--- src/rtl/sqrt_pkg.sv ---
// Shared types and constants for the square-root request arbiter:
// FSM state encoding, default sizing and datapath widths.
package sqrt_pkg;

  localparam int N_REQ_DEFAULT   = 4;
  localparam int TIMEOUT_DEFAULT = 32;
  localparam int X_W             = 16;
  localparam int Y_W             = 8;

  typedef enum logic [2:0] {
    IDLE,
    ISSUE,
    WAIT_BUSY,
    WAIT_DONE,
    RESP
  } state_t;

  // Requester index width; never zero so a 1-bit id is still representable.
  function automatic int id_width(input int n);
    return (n > 1) ? $clog2(n) : 1;
  endfunction

endpackage

--- src/rtl/sqrt_arb_if.sv ---
// Bundle of requester, engine and response signals around sqrt_arb.
// slave = arbiter side, master = requesters/engine/consumer side.
interface sqrt_arb_if
  import sqrt_pkg::*;
#(
  parameter int N_REQ = N_REQ_DEFAULT
) ();

  localparam int ID_W = id_width(N_REQ);

  logic [N_REQ-1:0]     req_valid;
  logic [X_W*N_REQ-1:0] req_x;
  logic [N_REQ-1:0]     req_ready;

  logic                 eng_start;
  logic [X_W-1:0]       eng_x;
  logic                 eng_busy;
  logic [Y_W-1:0]       eng_y;

  logic                 rsp_valid;
  logic [ID_W-1:0]      rsp_id;
  logic [Y_W-1:0]       rsp_y;
  logic                 rsp_err;
  logic                 arb_busy;

  modport slave (
    input  req_valid, req_x, eng_busy, eng_y,
    output req_ready, eng_start, eng_x, rsp_valid, rsp_id, rsp_y, rsp_err, arb_busy
  );

  modport master (
    output req_valid, req_x, eng_busy, eng_y,
    input  req_ready, eng_start, eng_x, rsp_valid, rsp_id, rsp_y, rsp_err, arb_busy
  );

endinterface

--- src/rtl/sqrt_arb_rr_arbiter.sv ---
// Combinational round-robin pick: first set request at or after
// (last_grant + 1) mod N_REQ, wrapping around.
module rr_arbiter #(
  parameter int N_REQ = 4,
  parameter int ID_W  = 2
) (
  input  logic [N_REQ-1:0] req,
  input  logic [ID_W-1:0]  last_grant,
  output logic             any_req,
  output logic [ID_W-1:0]  grant_id
);

  // Walk from the farthest offset down so the nearest requester wins.
  always_comb begin
    any_req  = |req;
    grant_id = '0;
    for (int off = N_REQ; off >= 1; off--) begin
      if (req[ID_W'((int'(last_grant) + off) % N_REQ)]) begin
        grant_id = ID_W'((int'(last_grant) + off) % N_REQ);
      end
    end
  end

endmodule

--- src/rtl/sqrt_arb.sv ---
// Round-robin arbiter sharing one sqrt engine among N_REQ requesters.
// Optional engine watchdog enabled by defining SQRT_ARB_TIMEOUT_EN.
module sqrt_arb
  import sqrt_pkg::*;
#(
  parameter int N_REQ   = N_REQ_DEFAULT,
  parameter int TIMEOUT = TIMEOUT_DEFAULT
) (
  input  logic     clk,
  input  logic     rst,
  sqrt_arb_if.slave bus
);

  localparam int ID_W = id_width(N_REQ);

  state_t          state_reg, state_next;
  logic [ID_W-1:0] last_grant_reg;
  logic [ID_W-1:0] id_reg;
  logic [X_W-1:0]  x_reg;
  logic [ID_W-1:0] rsp_id_reg;
  logic [Y_W-1:0]  rsp_y_reg;

  logic            any_req;
  logic [ID_W-1:0] pick_id;
  logic            grant_en;
  logic            capture;
  logic            capture_err;
  logic [X_W-1:0]  x_slice [N_REQ];
  logic            timeout_hit;

  genvar gi;
  generate
    for (gi = 0; gi < N_REQ; gi++) begin : g_req
      assign x_slice[gi]       = bus.req_x[X_W*gi +: X_W];
      assign bus.req_ready[gi] = grant_en && (pick_id == ID_W'(gi));
    end
  endgenerate

  rr_arbiter #(
    .N_REQ (N_REQ),
    .ID_W  (ID_W)
  ) u_rr_arbiter (
    .req        (bus.req_valid),
    .last_grant (last_grant_reg),
    .any_req    (any_req),
    .grant_id   (pick_id)
  );

  // Grant is gated by rst so no requester believes it was accepted during reset.
  assign grant_en = (state_reg == IDLE) && any_req && !rst;

  always_comb begin
    state_next  = state_reg;
    capture     = 1'b0;
    capture_err = 1'b0;
    case (state_reg)
      IDLE: begin
        if (any_req) begin
          state_next = ISSUE;
        end
      end
      ISSUE: begin
        state_next = WAIT_BUSY;
      end
      WAIT_BUSY: begin
        if (bus.eng_busy) begin
          state_next = WAIT_DONE;
        end else if (timeout_hit) begin
          state_next  = RESP;
          capture     = 1'b1;
          capture_err = 1'b1;
        end
      end
      WAIT_DONE: begin
        // Normal completion takes precedence over a coincident timeout.
        if (!bus.eng_busy) begin
          state_next = RESP;
          capture    = 1'b1;
        end else if (timeout_hit) begin
          state_next  = RESP;
          capture     = 1'b1;
          capture_err = 1'b1;
        end
      end
      RESP: begin
        state_next = IDLE;
      end
      default: begin
        state_next = IDLE;
      end
    endcase
  end

  always_ff @(posedge clk) begin
    if (rst) begin
      state_reg      <= IDLE;
      last_grant_reg <= ID_W'(N_REQ - 1);
      id_reg         <= '0;
      x_reg          <= '0;
      rsp_id_reg     <= '0;
      rsp_y_reg      <= '0;
    end else begin
      state_reg <= state_next;
      if (grant_en) begin
        id_reg <= pick_id;
        x_reg  <= x_slice[pick_id];
      end
      if (capture) begin
        rsp_id_reg <= id_reg;
        rsp_y_reg  <= capture_err ? '0 : bus.eng_y;
      end
      if (state_reg == RESP) begin
        last_grant_reg <= id_reg;
      end
    end
  end

  assign bus.eng_start = (state_reg == ISSUE);
  assign bus.eng_x     = x_reg;
  assign bus.rsp_valid = (state_reg == RESP);
  assign bus.rsp_id    = rsp_id_reg;
  assign bus.rsp_y     = rsp_y_reg;
  assign bus.arb_busy  = (state_reg != IDLE);

`ifdef SQRT_ARB_TIMEOUT_EN
  localparam int CNT_W = $clog2(TIMEOUT + 1);

  logic [CNT_W-1:0] to_cnt_reg;
  logic             rsp_err_reg;

  assign timeout_hit = (to_cnt_reg == CNT_W'(TIMEOUT - 1));

  always_ff @(posedge clk) begin
    if (rst) begin
      to_cnt_reg  <= '0;
      rsp_err_reg <= 1'b0;
    end else begin
      if (state_reg == ISSUE) begin
        to_cnt_reg <= '0;
      end else if (state_reg == WAIT_BUSY || state_reg == WAIT_DONE) begin
        to_cnt_reg <= to_cnt_reg + CNT_W'(1);
      end
      if (capture) begin
        rsp_err_reg <= capture_err;
      end
    end
  end

  assign bus.rsp_err = rsp_err_reg;
`else
  logic unused_timeout;

  assign unused_timeout = (TIMEOUT > 0);
  assign timeout_hit    = 1'b0;
  assign bus.rsp_err    = 1'b0;
`endif

endmodule

--- src/flat_wrapper.sv ---
// flat-port wrapper written by rule: the top's interface ports become plain ports
module sqrt_arb_flat import sqrt_pkg::*;
#(
  parameter int N_REQ   = N_REQ_DEFAULT,
  parameter int TIMEOUT = TIMEOUT_DEFAULT
)
  (clk, rst, bus_req_valid, bus_req_x, bus_eng_busy, bus_eng_y, bus_req_ready, bus_eng_start, bus_eng_x, bus_rsp_valid, bus_rsp_id, bus_rsp_y, bus_rsp_err, bus_arb_busy);
  sqrt_arb_if #(.N_REQ(N_REQ)) bus_i ();
  input  logic clk;
  input  logic rst;
  input wire logic [$bits(bus_i.req_valid)-1:0] bus_req_valid;
  input wire logic [$bits(bus_i.req_x)-1:0] bus_req_x;
  input wire logic [$bits(bus_i.eng_busy)-1:0] bus_eng_busy;
  input wire logic [$bits(bus_i.eng_y)-1:0] bus_eng_y;
  output wire logic [$bits(bus_i.req_ready)-1:0] bus_req_ready;
  output wire logic [$bits(bus_i.eng_start)-1:0] bus_eng_start;
  output wire logic [$bits(bus_i.eng_x)-1:0] bus_eng_x;
  output wire logic [$bits(bus_i.rsp_valid)-1:0] bus_rsp_valid;
  output wire logic [$bits(bus_i.rsp_id)-1:0] bus_rsp_id;
  output wire logic [$bits(bus_i.rsp_y)-1:0] bus_rsp_y;
  output wire logic [$bits(bus_i.rsp_err)-1:0] bus_rsp_err;
  output wire logic [$bits(bus_i.arb_busy)-1:0] bus_arb_busy;
  assign bus_i.req_valid = bus_req_valid;
  assign bus_i.req_x = bus_req_x;
  assign bus_i.eng_busy = bus_eng_busy;
  assign bus_i.eng_y = bus_eng_y;
  assign bus_req_ready = bus_i.req_ready;
  assign bus_eng_start = bus_i.eng_start;
  assign bus_eng_x = bus_i.eng_x;
  assign bus_rsp_valid = bus_i.rsp_valid;
  assign bus_rsp_id = bus_i.rsp_id;
  assign bus_rsp_y = bus_i.rsp_y;
  assign bus_rsp_err = bus_i.rsp_err;
  assign bus_arb_busy = bus_i.arb_busy;
  sqrt_arb #(.N_REQ(N_REQ), .TIMEOUT(TIMEOUT)) u_core (.clk(clk), .rst(rst), .bus(bus_i));
endmodule
--- config.mk ---
export PLATFORM = sky130hd
export DESIGN_NAME = sqrt_arb_flat
export DESIGN_NICKNAME = d
export VERILOG_FILES = /design/src/rtl/sqrt_pkg.sv /design/src/rtl/sqrt_arb_if.sv /design/src/rtl/sqrt_arb_rr_arbiter.sv /design/src/rtl/sqrt_arb.sv /design/src/flat_wrapper.sv
export SDC_FILE = /design/constraint.sdc
export NUM_CORES = 1
export LEC_CHECK = 0
export ABC_AREA = 1
export ABC_CLOCK_PERIOD_IN_PS = 2410
export BUFFER_PORTS_ARGS = -buffer_cell sky130_fd_sc_hd__buf_2
export CAP_MARGIN = 10
export CORE_AREA = 5 5 73 75
export CTS_CLUSTER_SIZE = 25
export DETAILED_ROUTE_END_ITERATION = 16
export DIE_AREA = 0 0 78 80
export GPL_ROUTABILITY_DRIVEN = 0
export PLACE_DENSITY = 0.83
export SLEW_MARGIN = 30
export SYNTH_ARGS = -nofsm -noshare
export SYNTH_HDL_FRONTEND = slang
export SYNTH_SLANG_ARGS = --single-unit
--- constraint.sdc ---
create_clock -name clk -period 2.41 [get_ports clk]
set_input_delay 0 -clock clk [delete_from_list [all_inputs] [get_ports clk]]
set_output_delay 0 -clock clk [all_outputs]
set_load 0.1 [all_outputs]
Yosys cells after proc, flatten, opt, wreduce, memory -nomap -nowiden
Index checks and enable logic that the tools add are counted.
{ "word_totals": {"ff_bits": 33, "in_bits": 79} }
{ "classes": {"mux": 25, "eq_ne": 10, "bitwise_logic": 1, "reduce_logical": 12, "n_lt_le_gt_ge": 5, "n_addsub": 4} }
{ "ops": {"columns": ["operator", "count"], "rows": [
  ["$bmux 16 s2", 1],
  ["$mux 16", 2],
  ["$lt 2x4->1 const B", 4],
  ["$pmux 3 s4", 1],
  ["$mux 1", 10],
  ["$mux 3", 3],
  ["$bmux 1 s2", 4],
  ["$mux 2", 4],
  ["$eq 3x2->1 const B", 2],
  ["$logic_and 1x1->1", 6],
  ["$add 2x1->2 const B", 2],
  ["$add 2x2->2 const B", 2],
  ["$eq 2x2->1 const B", 2],
  ["$ne 2x2->1 const B", 2],
  ["$reduce_or 4->1", 1],
  ["$eq 3x1->1 const B", 1],
  ["$eq 3x3->1 const B", 1],
  ["$ge 3x3->1 const B", 1],
  ["$logic_not 3->1", 1],
  ["$not 2->3", 1],
  ["$reduce_and 3->1", 1],
  ["$reduce_bool 3->1", 1],
  ["$eq 2x1->1 const B", 1],
  ["$logic_not 2->1", 1],
  ["other kinds (2)", 2]
]} }

Longest topological paths before layout
{ "logic_depth": {"depth_word": 12, "mapped_depth": 15} }

By module
From an unflattened synthesis, not the netlist that was laid out.
{ "unflattened": {"hier_cells": 323, "hier_area_um2": 2042.0} }
{ "by_module_without_submodules": {"columns": ["mod", "n_inst", "cells_each", "seq_area_each_um2", "area_per_inst_um2"], "rows": [
  ["sqrt_arb", 1, 272, 660.6, 1775.5],
  ["rr_arbiter", 1, 51, 0.0, 266.5]
]} }

Least setup slack after synthesis
Ideal clock, no wire load.
{ "synth_timing": {"path_kind": "reg-to-output", "from": "register u_core.state_reg[2]", "to": "output bus_req_ready[1]", "slack_ns": -1.261, "t_required_ns": 2.410, "path_stages_with_launch": 6, "arrival_time_ns": 3.671, "cell_sequence": "dfxtp_1 -> nor2_1 -> nand2_1 -> nor2_1 -> nand2_1 -> nor3_1"} }
{ "synth_between": {"elab_chain_cells": 4} }
{ "synth_rtl": {"columns": ["element", "line", "source"], "rows": [
  ["start: declaration", "sqrt_arb.sv:16", "state_t state_reg, state_next;"],
  ["start signal: assignment", "sqrt_arb.sv:103", "state_reg <= state_next;"],
  ["$logic_not 3->1", "sqrt_arb.sv:50", "assign grant_en = (state_reg == IDLE) && any_req && !rst;"],
  ["$logic_and 1x1->1 (2 in series)", "sqrt_arb.sv:50", null],
  ["$logic_and 1x1->1", "sqrt_arb.sv:35", "assign bus.req_ready[gi] = grant_en && (pick_id == ID_W'(gi));"],
  ["end: declaration", "flat_wrapper.sv:15", "output wire logic [$bits(bus_i.req_ready)-1:0] bus_req_ready;"]
]} }
No other way between the ends.

Final worst setup path
{ "layout_timing": {"from": "register u_core.last_grant_reg[0]", "to": "output bus_req_ready[0]"} }
{ "layout_between": {"elab_chain_cells": 10, "word_cells_on_any_way": 22} }
{ "layout_rtl": {"columns": ["element", "line", "source"], "rows": [
  ["start: declaration", "sqrt_arb.sv:17", "logic [ID_W-1:0] last_grant_reg;"],
  ["start signal: assignment", "sqrt_arb.sv:97", "last_grant_reg <= ID_W'(N_REQ - 1);"],
  ["start signal: assignment", "sqrt_arb.sv:113", "last_grant_reg <= id_reg;"],
  ["$add 2x1->2", "sqrt_arb_rr_arbiter.sv:18, sqrt_arb_rr_arbiter.sv:19", null],
  ["$bmux 1 s2", "sqrt_arb_rr_arbiter.sv:18", "if (req[ID_W'((int'(last_grant) + off) % N_REQ)]) begin"],
  ["$mux 1 (not written as such) (2 in series)", "sqrt_arb_rr_arbiter.sv:18", null],
  ["$mux 2 (3 in series)", "sqrt_arb_rr_arbiter.sv:18", null],
  ["$mux 2 *", "sqrt_arb_rr_arbiter.sv:18", null],
  ["$logic_not 2->1 *", "sqrt_arb.sv:35", null],
  ["$logic_and 1x1->1 *", "sqrt_arb.sv:35", null]
]} }
Mark *: on every way between the ends. The rest lies on a longest branch, timed or not. The select of a mux whose other input is x is not followed.

==> results.txt <==
The flow ran to the end, and the final reports show no timing, DRC or antenna violations. The worst clock skew is 7.21 ps. The number of nets handed over by synthesis was 441. The endpoint type of the worst setup path is an output port. In this run the most critical hold path is launched from bus_eng_busy. Ranked by instance count, the synthesized netlist is headed by nand2_1 (92), nand3_1 (73), inv_1 (70), dfxtp_1 (33), nor2_1 (27). The detailed-route wire length came out at 6690 um. The leakage power is 1.80 nW. The multiplexer share of the synthesized area is 0%. Sorting the synthesized cells by area gives the leading types as dfxtp_1 (31%), nand3_1 (17%), nand2_1 (16%), inv_1 (12%), nor2_1 (4.7%). The row count is 25. The worst hold path belongs to the class in2reg. The mean cell area of the mapped netlist is 5.94 um^2.

The maximum clock insertion buffer count came out at 2. For this configuration, the core starts out at a cell density of 46.8%. The total iterations of the first detailed-routing run is 5. The register with the most flip-flops in the layout has 16 of them. The number of antenna violations at the first check in global routing was 0. The number of nets with antenna violations after detailed routing came out at 0.

Cells with a size suffix above 1 make up 30.4% of the layout. The maximum fanout along the worst path is 17. The total congestion overflow after global routing came out at 0. The upper clock frequency limit came out at 454 MHz. The cell total after placement is 518. The pin count of the biggest net entering global routing is 31. The total of flip-flops plus latches after synthesis is 33. The cell at the root of the clock tree is clkbuf_8. STA puts the critical path data required time at 2410 ps. The finished layout holds 535 standard cells, fillers aside.

The clock latency at the later pin of the worst-skew pair is 300 ps. The finished cells cover 3020 um^2. The minimum period implied by the final worst setup slack is 2200 ps. The y dimension of the die came out at 80 um.

The share of synthesized area in the top cell type comes to 30.7%. Once placement finished, the instance area stood at 2810 um^2. Counting flops with an async set or reset pin after synthesis yields a share of 0%. TritonCTS created 5 clock buffers.

The floorplan step set the die width to 78 um. The ratio of final minimum period to clock period is 91.4%. The via count of the first global-routing pass is 2,578. The detail-routed via count per cell came out at 4.90. Summing the areas of all and, or, nand and nor instances in the mapped netlist gives 46.1% of the synthesized area.

The total setup violations reported at the end of the flow is 0. By area, the combinational part of the netlist is dominated by simple AND/OR/NAND/NOR gates. The cell depth of the worst hold path is 3. The HPWL after detailed placement is 4950 um. Counting distinct cell types in the post-synthesis netlist gives 29. The overall power after layout is 2.40 mW. The tool flagged a number of max-cap violations equal to 0. The core box area is 4600 um^2. The count of fill cells added during filler insertion came out at 425. The average detailed-routed wire length per instance came out at 12.5 um. The top-level port count is 113. The post-synth design cell area came out at 2150 um^2. The total number of nets in the final design came out at 559. The worst setup timing slack at the placement stage is 327 ps. The utilization after layout is 65.7%.

dfxtp_1 takes more of the synthesized area than any other cell. CTS saw 33 sinks. The register area share after synthesis is 30.7%. The minimum setup slack among reg-to-reg paths came out at 350 ps. The worst register-to-register path begins at u_core.last_grant_reg[0]. Yosys mapped a number of flops with a built-in enable equal to 0.

The first-pass GRT wire length came out at 11,000 um. The number of pins exceeding their max-slew limit in the final report came to 0. The number of DRC violations after detailed-routing iteration 0 is 172. The combined global-route utilization of all metal layers is 21.5%.

The antenna diode count is 0. The layout overhead on the synthesized area is 40.5%. The number of buffers added on ports came out at 111. The worst-case IR drop observed on VDD is 0.599 mV. The post-synthesis compound-gate area fraction came out at 5.99%. After clock tree synthesis, the clock-pin slew on the worst setup and hold paths is 80 ps. The cell count after synthesis is 362. The sum of negative setup slack is 0 ps.

The total count of hold-check failures in the final report came to 0. The CTS tree is built. The XOR/XNOR share of the synthesized area came out at 0%. The startpoint kind of the worst setup timing path is a register. The routed layout has 2,622 vias.

The worst-margin pin slew is 543 ps. Dividing total power by cell area gives a power density of 794 nW/um^2. In this run the critical register-to-register path is captured at u_core.bus.eng_x[0]. Measured in cells, the most critical reg-to-reg path has a length of 12. The worst setup slack after layout is 208 ps. The most common cell in the synthesized netlist is nand2_1. Setup repair after global routing left no endpoint under its margin. The total number of H-tree levels is 2.

Yosys printed 0 warnings. Summing the areas of all fa, ha and maj instances in the mapped netlist gives 0% of the synthesized area. The data arrival time of the critical path came out at 2200 ps.

The relative max-transition margin came out at 63.8%. Among all flip-flop cells after synthesis, the most frequent one is dfxtp_1. The critical path is of the reg2out type. The tightest hold path in the finished design has a slack of 8.36 ps. The end of the worst hold path is u_core.state_reg[0]. After detailed routing, the number of remaining DRC violations is 0. The floorplan step defined a die boundary enclosing 6240 um^2.
per-layer routing:
layer / GRT usage, % / share of wire [%]
met5: 0 / 0
met4: 7.60 / 1.5
met3: 5.76 / 9.2
met2: 38.6 / 50
met1: 24.3 / 39
critical path: stages, from the launching register on:
cell	delay [ps]
dfxtp_2	350
inv_2	160
nand2_2	70
nand2_1	120
nand2_2	100
nand2_2	100
clkinv_2	80
nand3_4	170
nand2_4	170
inv_6	160
nand2_2	100
nor2_2	140
buf_12	190
what timing repair did:
action / CTS / global route
hold endpoints to repair: 11 / 0
hold buffers: 9 / 0
setup buffers: 0 / 0
resized for setup: 0 / 5
setup endpoints to repair: 0 / 4
power by group:
part | switching [mW] | internal [mW] | total [mW]
Clock | 0.236 | 0.310 | 0.546
Sequential | 0.0507 | 0.627 | 0.678
Combinational | 0.928 | 0.249 | 1.18
layout make-up:
class / instances / area (um^2) / share of cell area [%]
inverter: 75 / 288 / 9.52
sequential: 33 / 662 / 21.9
timing repair buffer: 124 / 736 / 24.3
clock buffer: 5 / 68.8 / 2.28
multi-input combinational: 241 / 1150 / 38.2
clock inverter: 3 / 46.3 / 1.53
tap: 54 / 67.6 / 2.24
cell usage in the layout, fill, tap and decap left out, types with 4 or more instances in the layout:
cell / synthesis / layout
nor2_1: 27 / 24
buf_4: 2 / 4
buf_12: 0 / 4
or2_0: 8 / 8
nand3_1: 73 / 73
buf_2: 3 / 107
dlygate4sd3_1: 0 / 9
nand2_2: 7 / 8
dfxtp_1: 33 / 32
o21ai_0: 11 / 11
nand2_1: 92 / 91
clkbuf_8: 0 / 5
inv_1: 70 / 70
worst max path at each step:
stage | to | start | cells after the start | slack, ps
4_1_cts | bus_req_ready[0] | u_core.last_grant_reg[0] | 13 | 1
6_report | bus_req_ready[0] | u_core.last_grant_reg[0] | 12 | 210
3_5_place_dp | u_core.bus.eng_x[0] | u_core.last_grant_reg[0] | 13 | 330
5_1_grt | bus_req_ready[0] | u_core.last_grant_reg[1] | 13 | 30
2_1_floorplan | bus_req_ready[1] | u_core.state_reg[0] | 5 | -120
3_3_place_gp | bus_req_ready[0] | u_core.last_grant_reg[0] | 13 | 430
kinds of logic after synthesis:
group                  after synthesis
and+or+nand+nor                    218
other                                1
buffers and inverters               88
AOI/OAI and AO/OA                   22
DFF                                 33
No activity file was read; power rests on OpenSTA's default activity.
